[src/rtl/spi_master.sv]
// SPI mode-0 master: shifts tx_data out MSB-first on mosi, captures miso into rx_data.
// done fires (2*DATA_W+1)*CLK_DIV clocks after an accepted start; start while busy is dropped, never queued.
module spi_master #(
  parameter int DATA_W  = 8,
  parameter int CLK_DIV = 2
) (
  input  logic              clk,
  input  logic              rst,
  input  logic              start,
  input  logic [DATA_W-1:0] tx_data,
  output logic              busy,
  output logic              done,
  output logic [DATA_W-1:0] rx_data,
  output logic              sck,
  output logic              mosi,
  output logic              ss,
  input  logic              miso
);
  localparam int DW = $clog2(CLK_DIV + 1);
  localparam int BW = $clog2(DATA_W + 1);
  localparam logic [DW-1:0] DIV_LAST = DW'(CLK_DIV - 1);
  localparam logic [BW-1:0] BIT_LAST = BW'(DATA_W - 1);

  typedef enum logic [2:0] {IDLE, LEAD, HIGH, LOW, TRAIL, GAP} state_t;

  state_t            state, state_nxt;
  logic [DW-1:0]     div_cnt, div_cnt_nxt;
  logic [BW-1:0]     bit_cnt, bit_cnt_nxt;
  logic [DATA_W-1:0] tx_sh, tx_sh_nxt;
  logic [DATA_W-1:0] rx_sh, rx_sh_nxt;
  logic [DATA_W-1:0] rx_data_nxt;
  logic              sck_nxt, mosi_nxt, ss_nxt, busy_nxt, done_nxt;
  logic              phase_end;

  assign phase_end = (div_cnt == DIV_LAST);

  always_ff @(posedge clk or negedge rst) begin
    if (!rst) begin
      state   <= IDLE;
      div_cnt <= '0;
      bit_cnt <= '0;
      tx_sh   <= '0;
      rx_sh   <= '0;
      rx_data <= '0;
      sck     <= 1'b0;
      mosi    <= 1'b0;
      ss      <= 1'b1;
      busy    <= 1'b0;
      done    <= 1'b0;
    end else begin
      state   <= state_nxt;
      div_cnt <= div_cnt_nxt;
      bit_cnt <= bit_cnt_nxt;
      tx_sh   <= tx_sh_nxt;
      rx_sh   <= rx_sh_nxt;
      rx_data <= rx_data_nxt;
      sck     <= sck_nxt;
      mosi    <= mosi_nxt;
      ss      <= ss_nxt;
      busy    <= busy_nxt;
      done    <= done_nxt;
    end
  end

  always_comb begin
    state_nxt   = state;
    div_cnt_nxt = div_cnt;
    bit_cnt_nxt = bit_cnt;
    tx_sh_nxt   = tx_sh;
    rx_sh_nxt   = rx_sh;
    rx_data_nxt = rx_data;
    sck_nxt     = sck;
    mosi_nxt    = mosi;
    ss_nxt      = ss;
    busy_nxt    = busy;
    done_nxt    = 1'b0;

    // Every non-idle state lasts exactly CLK_DIV clocks.
    if (state != IDLE) div_cnt_nxt = phase_end ? '0 : div_cnt + 1'b1;

    case (state)
      IDLE: begin
        if (start) begin
          tx_sh_nxt   = tx_data;
          ss_nxt      = 1'b0;
          mosi_nxt    = tx_data[DATA_W-1];
          busy_nxt    = 1'b1;
          bit_cnt_nxt = '0;
          div_cnt_nxt = '0;
          state_nxt   = LEAD;
        end
      end
      LEAD: begin
        if (phase_end) begin
          sck_nxt   = 1'b1;
          state_nxt = HIGH;
        end
      end
      HIGH: begin
        if (phase_end) begin
          sck_nxt     = 1'b0;
          rx_sh_nxt   = {rx_sh[DATA_W-2:0], miso};
          bit_cnt_nxt = bit_cnt + 1'b1;
          if (bit_cnt == BIT_LAST) begin
            state_nxt = TRAIL;
          end else begin
            tx_sh_nxt = tx_sh << 1;
            mosi_nxt  = tx_sh[DATA_W-2];
            state_nxt = LOW;
          end
        end
      end
      LOW: begin
        if (phase_end) begin
          sck_nxt   = 1'b1;
          state_nxt = HIGH;
        end
      end
      TRAIL: begin
        if (phase_end) begin
          ss_nxt      = 1'b1;
          done_nxt    = 1'b1;
          rx_data_nxt = rx_sh;
          mosi_nxt    = 1'b0;
          state_nxt   = GAP;
        end
      end
      GAP: begin
        if (phase_end) begin
          busy_nxt  = 1'b0;
          state_nxt = IDLE;
        end
      end
      default: state_nxt = IDLE;
    endcase
  end
endmodule

[config.mk]
export PLATFORM = sky130hd
export DESIGN_NAME = spi_master
export DESIGN_NICKNAME = d
export VERILOG_FILES = /design/src/rtl/spi_master.sv
export SDC_FILE = /design/constraint.sdc
export NUM_CORES = 1
export LEC_CHECK = 0
export CAP_MARGIN = 20
export CORE_ASPECT_RATIO = 1.25
export CORE_MARGIN = 10
export CORE_UTILIZATION = 31
export CTS_CLUSTER_SIZE = 24
export DETAILED_ROUTE_END_ITERATION = 8
export PLACE_DENSITY_LB_ADDON = 0.05
export REMOVE_ABC_BUFFERS = 1
export SYNTH_ARGS = -nofsm -noshare
export SYNTH_HDL_FRONTEND = slang
export SYNTH_SLANG_ARGS = --single-unit
[constraint.sdc]
create_clock -name clk -period 4.7 [get_ports clk]
set_input_delay 1.41 -clock clk [delete_from_list [all_inputs] [get_ports clk]]
set_output_delay 1.41 -clock clk [all_outputs]
set_load 0.02 [all_outputs]
After elaboration in Yosys (flattened, before gate mapping)

Index checks and enable logic that the tools add are counted.

Register bits: 37
Bits of input ports: 12
Logic and storage cells: 74
Output and inout port bits: 13

Reductions and logical operators: 17
Mux-type cells: 31
Add/subtract/negate cells: 2
Equality and inequality tests: 13

Operators with widths:

| cell                                           | count |
|---|---|
| 2-to-1 mux 7 bit                               | 3 |
| 2-to-1 mux 3 bit                               | 6 |
| one-hot mux 3 bit (5 select lines)             | 1 |
| one-hot mux 7 bit (2 select lines)             | 1 |
| AND reduction 3 bit                            | 4 |
| != test 2 bit (second input constant)          | 5 |
| AND reduction 5 bit                            | 2 |
| 2-to-1 mux 1 bit                               | 9 |
| 2-to-1 mux 2 bit                               | 4 |
| 2-to-1 mux 4 bit                               | 2 |
| one-hot mux 4 bit (2 select lines)             | 1 |
| nonzero test 2 bit                             | 4 |
| == test 3 x 2 -> 1 bit (second input constant) | 2 |
| == test 3 bit (second input constant)          | 2 |
| one-hot mux 1 bit (2 select lines)             | 3 |
| nonzero test 3 bit                             | 2 |
| adder 4 x 1 -> 4 bit (second input constant)   | 1 |
| == test 4 x 3 -> 1 bit (second input constant) | 1 |
| AND reduction 2 bit                            | 2 |
| AND reduction 4 bit                            | 1 |
| == test 3 x 1 -> 1 bit (second input constant) | 1 |
| logical NOT 3 bit                              | 1 |
| one-hot mux 1 bit (3 select lines)             | 1 |
| adder 2 x 1 -> 2 bit (second input constant)   | 1 |
| 3 further kinds                                | 3 |

Longest topological paths before layout

Depth in word-level cells: 5
Gate-level depth with buffers: 5
Gate-level depth less buffers: 5

Worst setup path after synthesis

No wires, ideal clock.

Path kind: in2reg
Start point: in start
End point: reg bit_cnt[2]
Data required time: 4,580 ps
Library setup time: 120 ps
Data arrival time: 2,233 ps
Slack: 2,347 ps
Stages: 4
Path buffers: 0
Cell sequence: or4b_1 > nand2_1 > a21oi_1 > a31o_2

Word-level cells in the longest chain between the ends: 2

Ends and longest elaborated chain:

| item                          | RTL line | source |
|---|---|---|
| start: declaration            | 9        | `input logic start,` |
| != test 2 bit (no line)       | -        |  |
| AND reduction 3 bit (no line) | -        |  |
| end signal: assignment        | 53       | `bit_cnt <= bit_cnt_nxt;` |
| end: declaration              | 28       | `logic [BW-1:0] bit_cnt, bit_cnt_nxt;` |

Every way passes these cells.
A chain may end at the register's enable or synchronous reset.

Final worst setup path

Start point: in start
End point: reg tx_sh[2]

Word-level cells in the longest chain between the ends: 2

Ends and longest elaborated chain:

| item                          | RTL line | source |
|---|---|---|
| != test 2 bit (no line)       | -        |  |
| AND reduction 4 bit (no line) | -        |  |
| end signal: assignment        | 54       | `tx_sh <= tx_sh_nxt;` |
| end: declaration              | 29       | `logic [DATA_W-1:0] tx_sh, tx_sh_nxt;` |

Every way passes these cells.

==> impl_metrics.yaml <==
cts:
  cts_tree: "built"
  cts.reportedPaths.clkPinSlew_ps: 70
  max-clock-path-buffers: 2
  cts_root_buf: "clkbuf_8"
  clock_sinks: 37
  cts_inserted_buffers: 5
  cts_hold_buf: 0
  htree_levels: 2
  clock_latency_ps: 280
  cts_setup_buffers: 0
  cts_resized: 0
route:
  drtIter0Drc: 85
  routed_wl_um: 3430
  vias: 1116
  dr.pass1.iters: 7
  detail_route.wl_per_cell_um: 15.5
  via_per_inst: 5.05
  drc: 0
  antenna_left: 0
layout:
  insertedDiodeCount: 0
  layout-drive-gt1-share: 0.208
  area_growth_pct: 25.3
  fin_nets: 171
hold_path:
  min_path_type: "flip-flop to flip-flop"
  whs_path_depth: 1
  min-delay-start: "sck$_DFFE_PN0P_"
global_route:
  overflow: 0
  grt_use_total: 0.0848
  grt_max_degree: 38
  antenna_found_initial: 0
  grt_pass1_vias: 1179
  grt_first_pass_wirelength_um: 5900
setup_path:
  reg2reg_depth: 4
  cp_slowest_cell: "clkdlybuf4s50_1"
  startpoint: "start"
  r2r_slack_ps: 2670
  cp.depth: 5
  required_ps: 4900
  path_cells: "clkdlybuf4s50_1 > nand2b_1 > a21oi_2 > o21a_1 > a2bb2oi_1"
  crit_fanout: 13
  cp_top_family: "compound AO/OA/AOI/OAI gates"
  worstPathArrival_ps: 3090
  endpoint_kind: "flip-flop"
  critPathKind: "input port to flip-flop"
  cpPeakStageDelay_ps: 560
  reg2reg_from: "state[0]$_DFFE_PN0P_"
  worstSetupStartpointType: "input port"
  crit_buf_inv: 1
sta:
  worst_slew_margin_rel: 0.627
  tightest_slew_ps: 560
  fin_crit_sh: 0.615
  holdWs_ps: 503
  finClkSkew_ps: 2.74
  rsz0062_at_grt: "false"
  hold_viol_final: 0
  tns_ps: 0
  finalWorstSetupSlack_ps: 1810
  fmax_mhz: 346
  finalMaxSlewViolations: 0
  finalSetupViolations: 0
  period_needed_ps: 2890
floorplan:
  fp-row-count: 29
  coreArea_um2: 5080
  io_pins: 25
  start_util: 0.321
  dieArea_um2: 8580
  die_h_um: 101
  dieWidth_um: 84.9
power:
  powerDensity_nw_per_um2: 604
  peakVddDrop_uv: 237
  power.leakage_uw: 0.000909
synthesis:
  netlist_area_um2: 1630
  yosysTopAreaCellShare: 0.553
  synth.largest_area_cell: "dfrtp_1"
  syn_inst: 130
  synth-seq-cells: 37
  synth.avg_cell_area_um2: 12.5
  synth_area_leaders: "dfrtp_1, mux2_2, a2bb2oi_1"
  synthDistinctLibCells: 38
  yosysSeqAreaShare: 0.569
  yosysWarnings: 0
flow_run:
  cap_violations: 0
placement:
  place_ws_ps: 1510
  port_buffers: 24
  dp_hpwl_um: 2360
  gp_congestion: 0.725
status:
  run_status: "finished clean"
-- layout make-up --
cell class | count | area [um2]
flip-flops and latches | 37 | 927
clock buffers | 7 | 86.3
clock inverters | 1 | 30.0
fillers | 511 | 3040
multi-input cells | 83 | 652
repair buffers | 25 | 248
inverters | 6 | 22.5
well taps | 62 | 77.6
-- cell families (layout without fill, tap and decap cells) --
group,Yosys count,after routing,synth area share
muxes,19,19,0.129
AOI/OAI and AO/OA,32,32,0.136
buffers and inverters,10,39,0.0315
DFF,37,37,0.569
and+or+nand+nor,31,31,0.127
adders and majority gates,1,1,0.00767
-- layout by cell type (no fill, tap or decap), types with 2 or more instances in the layout --
cell	Yosys	routed
dfrtp_1	36	36
nand2_2	2	2
nand3b_1	4	4
clkbuf_8	0	6
nand2_1	8	8
inv_1	6	6
a21oi_1	3	3
o22ai_1	7	7
a2bb2oi_1	6	6
mux2i_1	3	3
mux2_2	16	16
o21ai_0	7	7
nand3_1	2	2
nor3b_1	2	2
clkdlybuf4s50_1	0	24
nand2b_1	2	2
nor2_1	2	2
-- state kept, by name (all words and copies together) (netlist names) --
name and cells:
div_cnt 2, busy 1, tx_sh 7, done 1, rx_sh 8, rx_data 8, sck 1, bit_cnt 4
mosi 1, ss 1, state 3
-- cell usage after synthesis --
cell / number
a21o_1: 1
a21oi_1: 3
a21oi_2: 1
a22o_1: 1
a22oi_1: 1
a2bb2oi_1: 6
a311oi_1: 1
a31o_2: 1
and2b_2: 1
buf_2: 2
buf_4: 1
buf_6: 1
dfrtp_1: 36
dfstp_2: 1
ha_1: 1
inv_1: 6
mux2_2: 16
mux2i_1: 3
nand2_1: 8
nand2_2: 2
nand2b_1: 2
nand3_1: 2
nand3b_1: 4
nand4_1: 1
nor2_1: 2
nor3_1: 1
nor3_4: 1
nor3b_1: 2
nor3b_4: 1
nor4bb_1: 1
o211a_1: 1
o21a_1: 1
o21ai_0: 7
o22ai_1: 7
o31ai_1: 1
or2_2: 1
or3b_1: 1
or4b_1: 1
-- path summary, 6_finish.rpt --
check | to
max | tx_sh[2]$_DFFE_PN0P_
min | sck$_DFFE_PN0P_
max reg2reg | tx_sh[2]$_DFFE_PN0P_
min reg2reg | sck$_DFFE_PN0P_
max in group asynchronous | ss$_DFFE_PN1P_
min in group asynchronous | tx_sh[2]$_DFFE_PN0P_
-- power by group --
part           internal, uW  switching (uW)
registers               426            98.1
clock network           173             107
logic                   222             207
-- stage by stage --
stage / utilization / instances / cell area (um2) / power [uW]
2_1_floorplan: - / 126 / 1600 / 833
3_3_place_gp: 0.379 / 213 / 1930 / 956
3_5_place_dp: 0.379 / 213 / 1930 / 967
4_1_cts: 0.402 / 221 / 2040 / 1250
5_1_grt: 0.402 / 221 / 2040 / 1330
6_report: 0.402 / 221 / 2040 / 1230
-- metal layers --
metal / share of wire / routed length, um / global-route usage
met3: 0.065 / 223 / 0.0340
met1: 0.44 / 1520 / 0.0969
met4: 0.013 / 46 / 0.0343
met5: 0 / 0 / 0
met2: 0.48 / 1640 / 0.138
No activity file was read; power rests on OpenSTA's default activity.
